`src/rtl/wb_write_queue.sv`:
```
// In-order writeback queue feeding the register file write port, with youngest-match forwarding.
// Optional build macro WBQ_R0_DROP_EN: discard writes to register 0 and never forward register 0.
module wb_write_queue #(
   parameter int unsigned DEPTH = 4,
   parameter int unsigned DW    = 16,
   parameter int unsigned AW    = 4
) (
   input  logic                     clk,
   input  logic                     rst,
   input  logic                     alu_valid,
   input  logic [AW-1:0]            alu_reg,
   input  logic [DW-1:0]            alu_data,
   input  logic                     ld_valid,
   input  logic [AW-1:0]            ld_reg,
   input  logic [DW-1:0]            ld_data,
   output logic                     in_ready,
   output logic [AW-1:0]            DstReg,
   output logic                     WriteReg,
   output logic [DW-1:0]            DstData,
   input  logic [AW-1:0]            SrcReg1,
   input  logic [AW-1:0]            SrcReg2,
   output logic                     fwd_hit1,
   output logic [DW-1:0]            fwd_data1,
   output logic                     fwd_hit2,
   output logic [DW-1:0]            fwd_data2,
   output logic [$clog2(DEPTH):0]   count,
   output logic                     err_ovf
);

   localparam int unsigned PW = $clog2(DEPTH);
   localparam int unsigned CW = PW + 1;

   logic [AW-1:0] regMem  [DEPTH];
   logic [DW-1:0] dataMem [DEPTH];

   logic [PW-1:0] wrPtr;
   logic [PW-1:0] rdPtr;
   logic [PW-1:0] ldSlot;
   logic [PW-1:0] idx;
   logic          aluOk;
   logic          ldOk;
   logic          doPop;
   logic [CW-1:0] pushCnt;

`ifdef WBQ_R0_DROP_EN
   assign aluOk = alu_valid && (alu_reg != '0);
   assign ldOk  = ld_valid  && (ld_reg  != '0);
`else
   assign aluOk = alu_valid;
   assign ldOk  = ld_valid;
`endif

   // Readiness uses the registered count only; a same-cycle pop is not credited.
   assign in_ready = (count <= CW'(DEPTH - 2));
   assign doPop    = (count != '0);

   always_comb begin
      pushCnt = '0;
      if (in_ready) begin
         pushCnt = CW'(aluOk) + CW'(ldOk);
      end
      ldSlot = aluOk ? wrPtr + PW'(1) : wrPtr;
   end

   always_ff @(posedge clk) begin
      if (in_ready) begin
         if (aluOk) begin
            regMem[wrPtr]  <= alu_reg;
            dataMem[wrPtr] <= alu_data;
         end
         if (ldOk) begin
            regMem[ldSlot]  <= ld_reg;
            dataMem[ldSlot] <= ld_data;
         end
      end
   end

   always_ff @(posedge clk) begin
      if (!rst) begin
         wrPtr   <= '0;
         rdPtr   <= '0;
         count   <= '0;
         err_ovf <= 1'b0;
      end else begin
         if (!in_ready && (aluOk || ldOk)) begin
            err_ovf <= 1'b1;
         end
         wrPtr <= wrPtr + pushCnt[PW-1:0];
         if (doPop) begin
            rdPtr <= rdPtr + PW'(1);
         end
         count <= count + pushCnt - CW'(doPop);
      end
   end

   always_comb begin
      WriteReg = doPop;
      DstReg   = doPop ? regMem[rdPtr]  : '0;
      DstData  = doPop ? dataMem[rdPtr] : '0;
   end

   // Scan oldest to youngest so the last match (youngest) wins.
   always_comb begin
      fwd_hit1  = 1'b0;
      fwd_data1 = '0;
      fwd_hit2  = 1'b0;
      fwd_data2 = '0;
      idx       = '0;
      for (int unsigned i = 0; i < DEPTH; i++) begin
         idx = rdPtr + PW'(i);
         if (CW'(i) < count) begin
            if (regMem[idx] == SrcReg1) begin
               fwd_hit1  = 1'b1;
               fwd_data1 = dataMem[idx];
            end
            if (regMem[idx] == SrcReg2) begin
               fwd_hit2  = 1'b1;
               fwd_data2 = dataMem[idx];
            end
         end
      end
`ifdef WBQ_R0_DROP_EN
      if (SrcReg1 == '0) begin
         fwd_hit1  = 1'b0;
         fwd_data1 = '0;
      end
      if (SrcReg2 == '0) begin
         fwd_hit2  = 1'b0;
         fwd_data2 = '0;
      end
`endif
   end

endmodule

```
`config.mk`:
```
export PLATFORM = sky130hd
export DESIGN_NAME = wb_write_queue
export DESIGN_NICKNAME = d
export VERILOG_FILES = /design/src/rtl/wb_write_queue.sv
export SDC_FILE = /design/constraint.sdc
export NUM_CORES = 1
export LEC_CHECK = 0
export ABC_CLOCK_PERIOD_IN_PS = 3100
export CORE_ASPECT_RATIO = 0.5
export CORE_UTILIZATION = 45
export CTS_CLUSTER_DIAMETER = 60
export DETAILED_ROUTE_END_ITERATION = 12
export PLACE_DENSITY_LB_ADDON = 0.15
export SLEW_MARGIN = 25
export SYNTH_ARGS = -nofsm -noshare
export SYNTH_HDL_FRONTEND = slang
export SYNTH_SLANG_ARGS = --single-unit
```
`constraint.sdc`:
```
create_clock -name clk -period 3.1 [get_ports clk]
set_input_delay 0.62 -clock clk [delete_from_list [all_inputs] [get_ports clk]]
set_output_delay 0.62 -clock clk [all_outputs]
set_load 0.05 [all_outputs]
```
# Word-level counts from Yosys, hierarchy flattened
# Memories as Yosys holds them, arrays and structs flattened. A register that Yosys moved wholly into a read port is not among the register bits.
# Cells that the tools add are included.
# W data, S select, Z words.
[word_totals]
regBits = 8
mem_bits_rw = 80
in_bits = 52
memories = 2
[mem_list]
columns = ["name", "depth", "width", "rd", "rd_ports_with_merged_regs", "wr", "line_no", "source"]
rows = [
  ["dataMem", 4, 16, 4, 1, 2, "34", "logic [DW-1:0] dataMem [DEPTH];"],
  ["regMem", 4, 4, 4, 1, 2, "33", "logic [AW-1:0] regMem [DEPTH];"],
]
[op_classes]
addsub = 8
order_cmp = 5
n_eq_ne = 8
muxes = 46
n_reduce_logical = 4
[ops]
columns = ["cell", "n"]
rows = [
  ["$mux W16", 17],
  ["$eq A4 B4 Y1", 8],
  ["$mux W1", 22],
  ["$mux W2", 6],
  ["$lt A1 B3 Y1 const A", 2],
  ["$lt A2 B3 Y1 const A", 2],
  ["$add A2 B1 Y2 const B", 2],
  ["$add A2 B2 Y2 const B", 2],
  ["$mux W4", 1],
  ["$add A3 B3 Y3", 1],
  ["$le A3 B2 Y1 const B", 1],
  ["$reduce_bool A3 Y1", 1],
  ["$sub A3 B1 Y3", 1],
  ["$add A1 B1 Y2", 1],
  ["$add A2 B2 Y2", 1],
  ["$logic_and A1 B1 Y1", 1],
  ["$logic_not A1 Y1", 1],
  ["$logic_or A1 B1 Y1", 1],
]

# Longest topological paths before layout
# Gate-level depths: netlist (run 1).
[logic_depth]
ltp_word = 9
mapped_depth = 11
ltp_nobuf = 10

# Worst setup path before layout (run 1)
# No wires, ideal clock.
[synth_path]
path_type = "reg-to-output"
start = "register count[2]"
end = "output fwd_data1[13]"
arrival_time_ps = 2930
slack_ps = -450
stages_incl_launch_ff = 7
n_path_buf = 2
path_cell_list = "dfxtp_1 or3_1 clkbuf_1 clkbuf_1 nand2_1 o221a_1 o22ai_1"
[synth_between]
elab_chain_cells = 8
word_cells_on_any_way = 11
classes_between = "order compare: 4; mux: 7"
[synth_lines]
columns = ["item", "line_no", "source"]
rows = [
  ["start, declared", "26", "output logic [$clog2(DEPTH):0] count,"],
  ["start signal, assigned", "92", "count <= count + pushCnt - CW'(doPop);"],
  ["$lt A1 B3 Y1", "111", "if (CW'(i) < count) begin"],
  ["$mux W16", "111", ""],
  ["$mux W16", "112", "if (regMem[idx] == SrcReg1) begin"],
  ["$mux W16", "111", ""],
  ["$mux W16", "112", ""],
  ["$mux W16", "111", ""],
  ["$mux W16", "112", ""],
  ["$mux W16 (*)", "111", ""],
  ["end, declared", "23", "output logic [DW-1:0] fwd_data1,"],
]
# Every way passes the cells marked *; elsewhere a longest branch is shown, timed or not.

==> results of run 1 <==
layout make-up:
class | instances | area, µm²
clock buffers | 9 | 225.2
clock inverters | 7 | 116.4
fillers | 1181 | 5278
inverters | 26 | 97.59
multi-input cells | 512 | 4923
flip-flops and latches | 90 | 2614
well taps | 221 | 276.5
repair buffers | 182 | 2165
worst max-delay path by stage:
| stage | from | to | slack, ns | cells past startpoint |
|---|---|---|---|---|
| floorplan | flip-flop | fwd_data1[12] | -0.22 | 8 |
| global placement | SrcReg2[3] | fwd_data2[15] | -0.21 | 8 |
| detailed placement | SrcReg2[0] | fwd_data2[5] | -0.24 | 7 |
| CTS | flip-flop | fwd_data2[6] | -0.30 | 10 |
| global route | flip-flop | fwd_data1[13] | -0.41 | 9 |
| finish | flip-flop | fwd_data2[13] | -0.34 | 10 |
layout by cell type (no fill, tap or decap), types with 19 or more instances in the layout:
cell type        instances
mux2_2                  96
edfxtp_1                80
nand2_1                 73
buf_4                   70
clkdlybuf4s50_1         55
buf_12                  49
mux2i_1                 48
nand3_1                 30
mux4_2                  29
o21ai_0                 27
inv_1                   26
xnor2_1                 22
o221a_1                 20
o22ai_2                 20
nor2_1                  19
flip-flops by register name, indices dropped and copies added, names as in the netlist, named ones only:
name,cells
dataMem,64
rdPtr,2
regMem,16
err_ovf,1
count,3
wrPtr,2
layer usage:
metal | global-route usage [%] | vias to the layer above
li1 | - | 2893
met1 | 36.42 | 3191
met2 | 47.15 | 233
met3 | 4.562 | 42
met4 | 9.583 | 0
met5 | 0 | -
timing repair:
| item | 4_1_cts | 5_1_grt |
|---|---|---|
| resized for setup | 74 | 19 |
| buffers inserted | 14 | 2 |
| pin swaps | 44 | 10 |
| cloned | 1 | 0 |
| setup endpoints to repair | 34 | 34 |
stage by stage:
stage	hold slack (ns)	util (%)	TNS (ns)
6_report	0.4683	66.37	-9.356
5_1_grt	0.4819	66.37	-11.86
4_1_cts	0.4703	65.82	-7.889
3_5_place_dp	0.4540	60.68	-6.133
3_3_place_gp	0.4460	60.68	-4.988
2_1_floorplan	0.6728	-	-2.029
kinds of logic (layout without fill, tap and decap cells):
logic type | count (synthesis) | count (layout) | share of synthesized area, %
xor gates and xnor gates | 37 | 37 | 4.394
adders and majority gates | 11 | 11 | 1.968
muxes | 176 | 176 | 31.25
buffers and inverters | 82 | 224 | 4.767
AOI/OAI and AO/OA | 139 | 139 | 13.16
and+or+nand+nor | 149 | 149 | 9.177
DFF | 90 | 90 | 35.28
worst max-delay path, stage by stage, from the launching register on:
cell	delay, ns
dfxtp_4	0.40
buf_6	0.11
mux4_2	0.56
xnor2_2	0.23
and4_4	0.26
o21ai_4	0.08
buf_12	0.16
buf_16	0.14
o221a_1	0.21
o22ai_2	0.14
buf_12	0.17
power by group through the flow:
| stage | logic, mW | clock network [mW] | registers, mW |
|---|---|---|---|
| floorplan | 5.28 | 0 | 2.01 |
| global placement | 8.05 | 0 | 2.06 |
| detailed placement | 8.13 | 0 | 2.09 |
| CTS | 8.73 | 1.29 | 2.06 |
| global route | 9.33 | 1.34 | 2.10 |
| finish | 8.88 | 1.29 | 2.06 |
==> impl_metrics.tcl, run 1 <==
set metrics [dict create \
    root_buffer "clkbuf_16" \
    power_leakage_nw 3.859 \
    drt_iter0_markers 445 \
    numCtsBuffers 9 \
    core_area_um2 15700 \
    cts_hold_buf 0 \
    track_usage_pct 27.87 \
    path_class "reg2out" \
    tightest_slew_ns 0.7149 \
    synth_edf_count 80 \
    wire_per_inst_um 22.19 \
    critPathMaxFanout 8 \
    synth_common_cells "96 x mux2_2, 80 x edfxtp_1, 73 x nand2_1, 51 x o21ai_0, 48 x mux2i_1" \
    yosys_warnings 0 \
    violations "negative setup slack" \
    m1WireLength_um 9970 \
    required_ns 2.48 \
    end_kind "primary output" \
    dpl.hpwl_um 15150 \
    vdd_drop_max_uv 606.7 \
    p_per_area_nw_per_um2 1174 \
    maxSlewViolCount 0 \
    fin_skew_ns 0.009534 \
    post-route-worst-setup-slack_ns -0.3443 \
    comb_power_share_pct 72.6 \
    remaining_drc_errors 0 \
    r2r-end "count[2]" \
    grt_start_max_net_pins 66 \
    clkSinkCount 90 \
    cts_buffer_depth 2 \
    rrSetupSlack_ns 0.65 \
    pwr-share-seq_pct 16.9 \
    antenna_found_initial 0 \
    grt_pass1_wl_um 35350 \
    diodes 0 \
    portBuffers 111 \
    synth.avg_cell_area_um2 10.78 \
    power.total_mw 12.23 \
    core.rowCount 32 \
    synthTopCellsByArea "edfxtp_1 33%, mux2_2 15%, mux4_2 7.9%" \
    nNetsFinal 884 \
    syn_to_final_growth_pct 41.24 \
    wl_met2_um 11390 \
    cts_tree "done" \
    syn_nets 747 \
    dieWidth_um 183.1 \
    io_pins 112 \
    grt_pass1_vias 6341 \
    hold_start "err_ovf" \
    viasPerCell 6.074 \
    die_area_um2 16940 \
    gp_congestion 0.8874 \
    clock_latency_ns 0.35 \
    dr.pass1.iters 5 \
    power_switching_mw 5.884 \
    num_vias 6359 \
    synth.top_cell.area_share_pct 32.57 \
    async_flop_share_pct 0 \
    place_inst 1017 \
    placed_area_um2 9524 \
    dp_slack_ns -0.2377 \
    clk_pin_slew_ns 0.07 \
    finalHoldViolations 0 \
    final_cell_count_no_fill 1047 \
    initial_utilization_pct 46.99 \
    h-tree-depth 3 \
    post-route-period-util_pct 111.1 \
    rsz0062_at_grt "true" \
    hold_path_depth 1 \
    fin_crit_ns 3.444 \
    ys.flop_type "edfxtp_1" \
    power_frac_clock_pct 10.5 \
    p_int_mw 6.349 \
    syn-instance-count 684 \
    hold_end "err_ovf" \
    drive_above_1_share_pct 40.92 \
    overflow 0 \
    cp-start-kind "flip-flop" \
    wl_um 23240 \
    highest_layer "met4" \
    ant_nets 0 \
    r2r_cells 10 \
    final_area_um2 10420 \
    hold_path_class "reg2reg" \
    max_cap_violations 0 \
    r2r-start "count[2]" \
    synth_most_common_cell "mux2_2" \
    fmax_mhz 290.3 \
    synth.yosys.seq_area_share_pct 35.28 \
    setup-violations-final 34 \
    wl_met3_um 1500 \
    synth_top_area_cell "edfxtp_1" \
    dieHeight_um 92.53 \
    max_slew_margin_pct 51.84 \
    p_sw_share_pct 48.10 \
    crit_arrival_ns 2.82 \
    netlist_area_um2 7376 \
    synth_cell_types 38 \
    status "finished with violations" \
    ys_seq_elements 90 \
]
Power figures use the tool's default switching activity.
==> run 2, diff against run 1 <==
- CTS_CLUSTER_SIZE: unset -> 40
- GPL_TIMING_DRIVEN: unset -> 0
==> run 2 against run 1 <==
Clock skew about the same. Worst setup slack got worse by 0.083 ns. Clock-buffer cell count increased by 1. Cell count increased by 1.9%. Clock power decreased by 12%. Critical path depth increased by 1. Routed wire length increased by 17%. Utilization decreased by 1.8 points. Sequential power about the same. Highest routed layer unchanged. The run still ends with negative setup slack left. Critical path type unchanged. Register-to-register slack got worse by 0.51 ns. Total power decreased by 3.4%. Die area unchanged.
==> impl_metrics.tcl, run 2 (synthesized netlist as in run 1, its figures left out) <==
set metrics [dict create \
    dpl.hpwl_um 17820 \
    p_int_mw 5.734 \
    top_regs "dataMem (64), regMem (16), count (3)" \
    viasPerCell 6.417 \
    comb_power_share_pct 73.1 \
    maxSlewViolCount 0 \
    rrSetupSlack_ns 0.14 \
    wire_per_inst_um 25.48 \
    max_slew_margin_pct 30.63 \
    fin_crit_ns 3.527 \
    final_cell_count_no_fill 1067 \
    cts_tree "done" \
    root_buffer "clkbuf_16" \
    h-tree-depth 3 \
    vdd_drop_max_uv 565.5 \
    diodes 0 \
    wl_met3_um 2820 \
    pwr-share-seq_pct 17.2 \
    hold_path_depth 1 \
    drt_iter0_markers 842 \
    final_area_um2 10140 \
    end_kind "primary output" \
    finalHoldViolations 0 \
    tightest_slew_ns 1.041 \
    dieHeight_um 92.53 \
    cpMaxStageDelayCell "mux4_2" \
    setup-violations-final 34 \
    power_leakage_nw 3.809 \
    hold_path_class "reg2reg" \
    track_usage_pct 31.75 \
    m1WireLength_um 11510 \
    antenna_found_initial 0 \
    power_switching_mw 6.081 \
    ant_nets 0 \
    hold_end "err_ovf" \
    die_area_um2 16940 \
    grt_pass1_wl_um 39290 \
    grt_start_max_net_pins 21 \
    highest_layer "met4" \
    cts_buffer_depth 2 \
    portBuffers 111 \
    wl_met2_um 12080 \
    p_sw_share_pct 51.47 \
    violations "negative setup slack" \
    numCtsBuffers 9 \
    syn_to_final_growth_pct 37.51 \
    rsz0062_at_grt "true" \
    critPathMaxFanout 5 \
    remaining_drc_errors 0 \
    r2r_cells 6 \
    clock_latency_ns 0.35 \
    crit_arrival_ns 2.91 \
    r2r-start "wrPtr[0]" \
    p_per_area_nw_per_um2 1165 \
    placed_area_um2 8919 \
    overflow 0 \
    wl_um 27180 \
    cp-start-kind "flip-flop" \
    io_pins 112 \
    r2r-end "dataMem[1][1]" \
    dieWidth_um 183.1 \
    clkSinkCount 90 \
    hold_start "err_ovf" \
    largest_register "dataMem" \
    post-route-period-util_pct 113.8 \
    grt_pass1_vias 6599 \
    path_cells "buf_8, mux4_2, buf_4, xnor2_2, and4_4, o21ai_4, buf_4, buf_6, o221a_2, o22ai_4, buf_6" \
    path_class "reg2out" \
    drive_above_1_share_pct 41.02 \
    largest_reg_flops 64 \
    gp_congestion 0.9655 \
    required_ns 2.48 \
    dr.pass1.iters 5 \
    num_vias 6847 \
    core_area_um2 15700 \
    fmax_mhz 283.5 \
    max_cap_violations 0 \
    place_inst 1016 \
    cts_hold_buf 0 \
    final_cell_mix "96 x mux2_2, 80 x edfxtp_1, 69 x nand2_1, 55 x clkdlybuf4s50_1, 48 x mux2i_1" \
    fin_skew_ns 0.009652 \
    nNetsFinal 904 \
    mostFrequentLayoutCell "mux2_2" \
    initial_utilization_pct 46.99 \
    post-route-worst-setup-slack_ns -0.4272 \
    core.rowCount 32 \
    clk_pin_slew_ns 0.07 \
    status "finished with violations" \
    max_stage_delay_ns 0.56 \
    power_frac_clock_pct 9.7 \
]
-- run 2: cell count changes in the layout (fill, tap and decap cells not counted), sizes merged --
cell           change
clkdlybuf4s15      +8
buf               -33
bufinv             -2
clkbuf            +39
dlygate4sd2        +7
clkinv             +1
-- run 2: timing repair --
| action | in CTS | in global routing |
|---|---|---|
| pin swaps | 14 | 22 |
| endpoints found under the setup margin | 135 | 102 |
| gates cloned | 0 | 4 |
| setup buffers | 20 | 16 |
| gates resized for setup | 365 | 77 |
-- run 2: final cells by class --
type | instances | area (µm²)
Fill cell | 1233 | 5553
Multi-Input combinational cell | 512 | 4922
Sequential cell | 90 | 2606
Timing Repair Buffer | 148 | 1476
Buffer | 54 | 459.2
Tap cell | 221 | 276.5
Clock buffer | 10 | 239.0
Inverter | 26 | 97.59
Clock inverter | 6 | 65.06
-- run 2: worst max-delay path: cells and delay by family (launching register included) --
family	cells	cell delay, ns
AOI/OAI and AO/OA	3	0.48
DFF	1	0.34
xor gates and xnor gates	1	0.15
muxes	1	0.56
and+or+nand+nor	1	0.28
buffers and inverters	5	0.74
-- run 2: worst max-delay path by stage --
| stage | cells after the start | slack [ns] | from | end |
|---|---|---|---|---|
| finish | 11 | -0.43 | flip-flop | fwd_data2[1] |
| detailed placement | 9 | -1.14 | flip-flop | fwd_data1[6] |
| global placement | 7 | -1.13 | SrcReg2[3] | fwd_data2[15] |
| CTS | 9 | -0.39 | flip-flop | fwd_data1[6] |
| floorplan | 8 | -0.22 | flip-flop | fwd_data1[12] |
| global route | 9 | -0.50 | flip-flop | fwd_data1[12] |
-- run 2: power groups by stage --
stage,clock network (mW),logic (mW),registers [mW]
after global routing,1.20,9.02,2.06
final,1.14,8.64,2.04
after detailed placement,0,7.58,2.04
after CTS,1.14,8.05,2.02
after floorplan,0,5.28,2.01
after global placement,0,7.50,2.03
-- run 2: metrics by stage --
stage | setup TNS (ns) | util (%) | hold slack [ns] | worst slack, ns | power, mW
detailed placement | -104.82 | 56.82 | 0.4667 | -1.141 | 9.613
CTS | -11.20 | 62.21 | 0.4826 | -0.3869 | 11.21
global route | -15.33 | 64.62 | 0.5039 | -0.4966 | 12.28
floorplan | -2.029 | - | 0.6728 | -0.2233 | 7.290
global placement | -131.49 | 56.76 | 0.4488 | -1.129 | 9.526
finish | -11.97 | 64.62 | 0.4781 | -0.4272 | 11.81
-- run 2: per-layer routing --
layer	GRT usage [%]	vias to the layer above
li1	-	2940
met1	44.35	3380
met2	47.62	460
met3	8.219	67
met4	10.90	0
met5	0	-
==> run 3, diff against run 2 <==
- ABC_CLOCK_PERIOD_IN_PS: 3100 -> unset
==> results of run 3 <==
No change in the layout: final DEF, timing and power equal those of run 2.
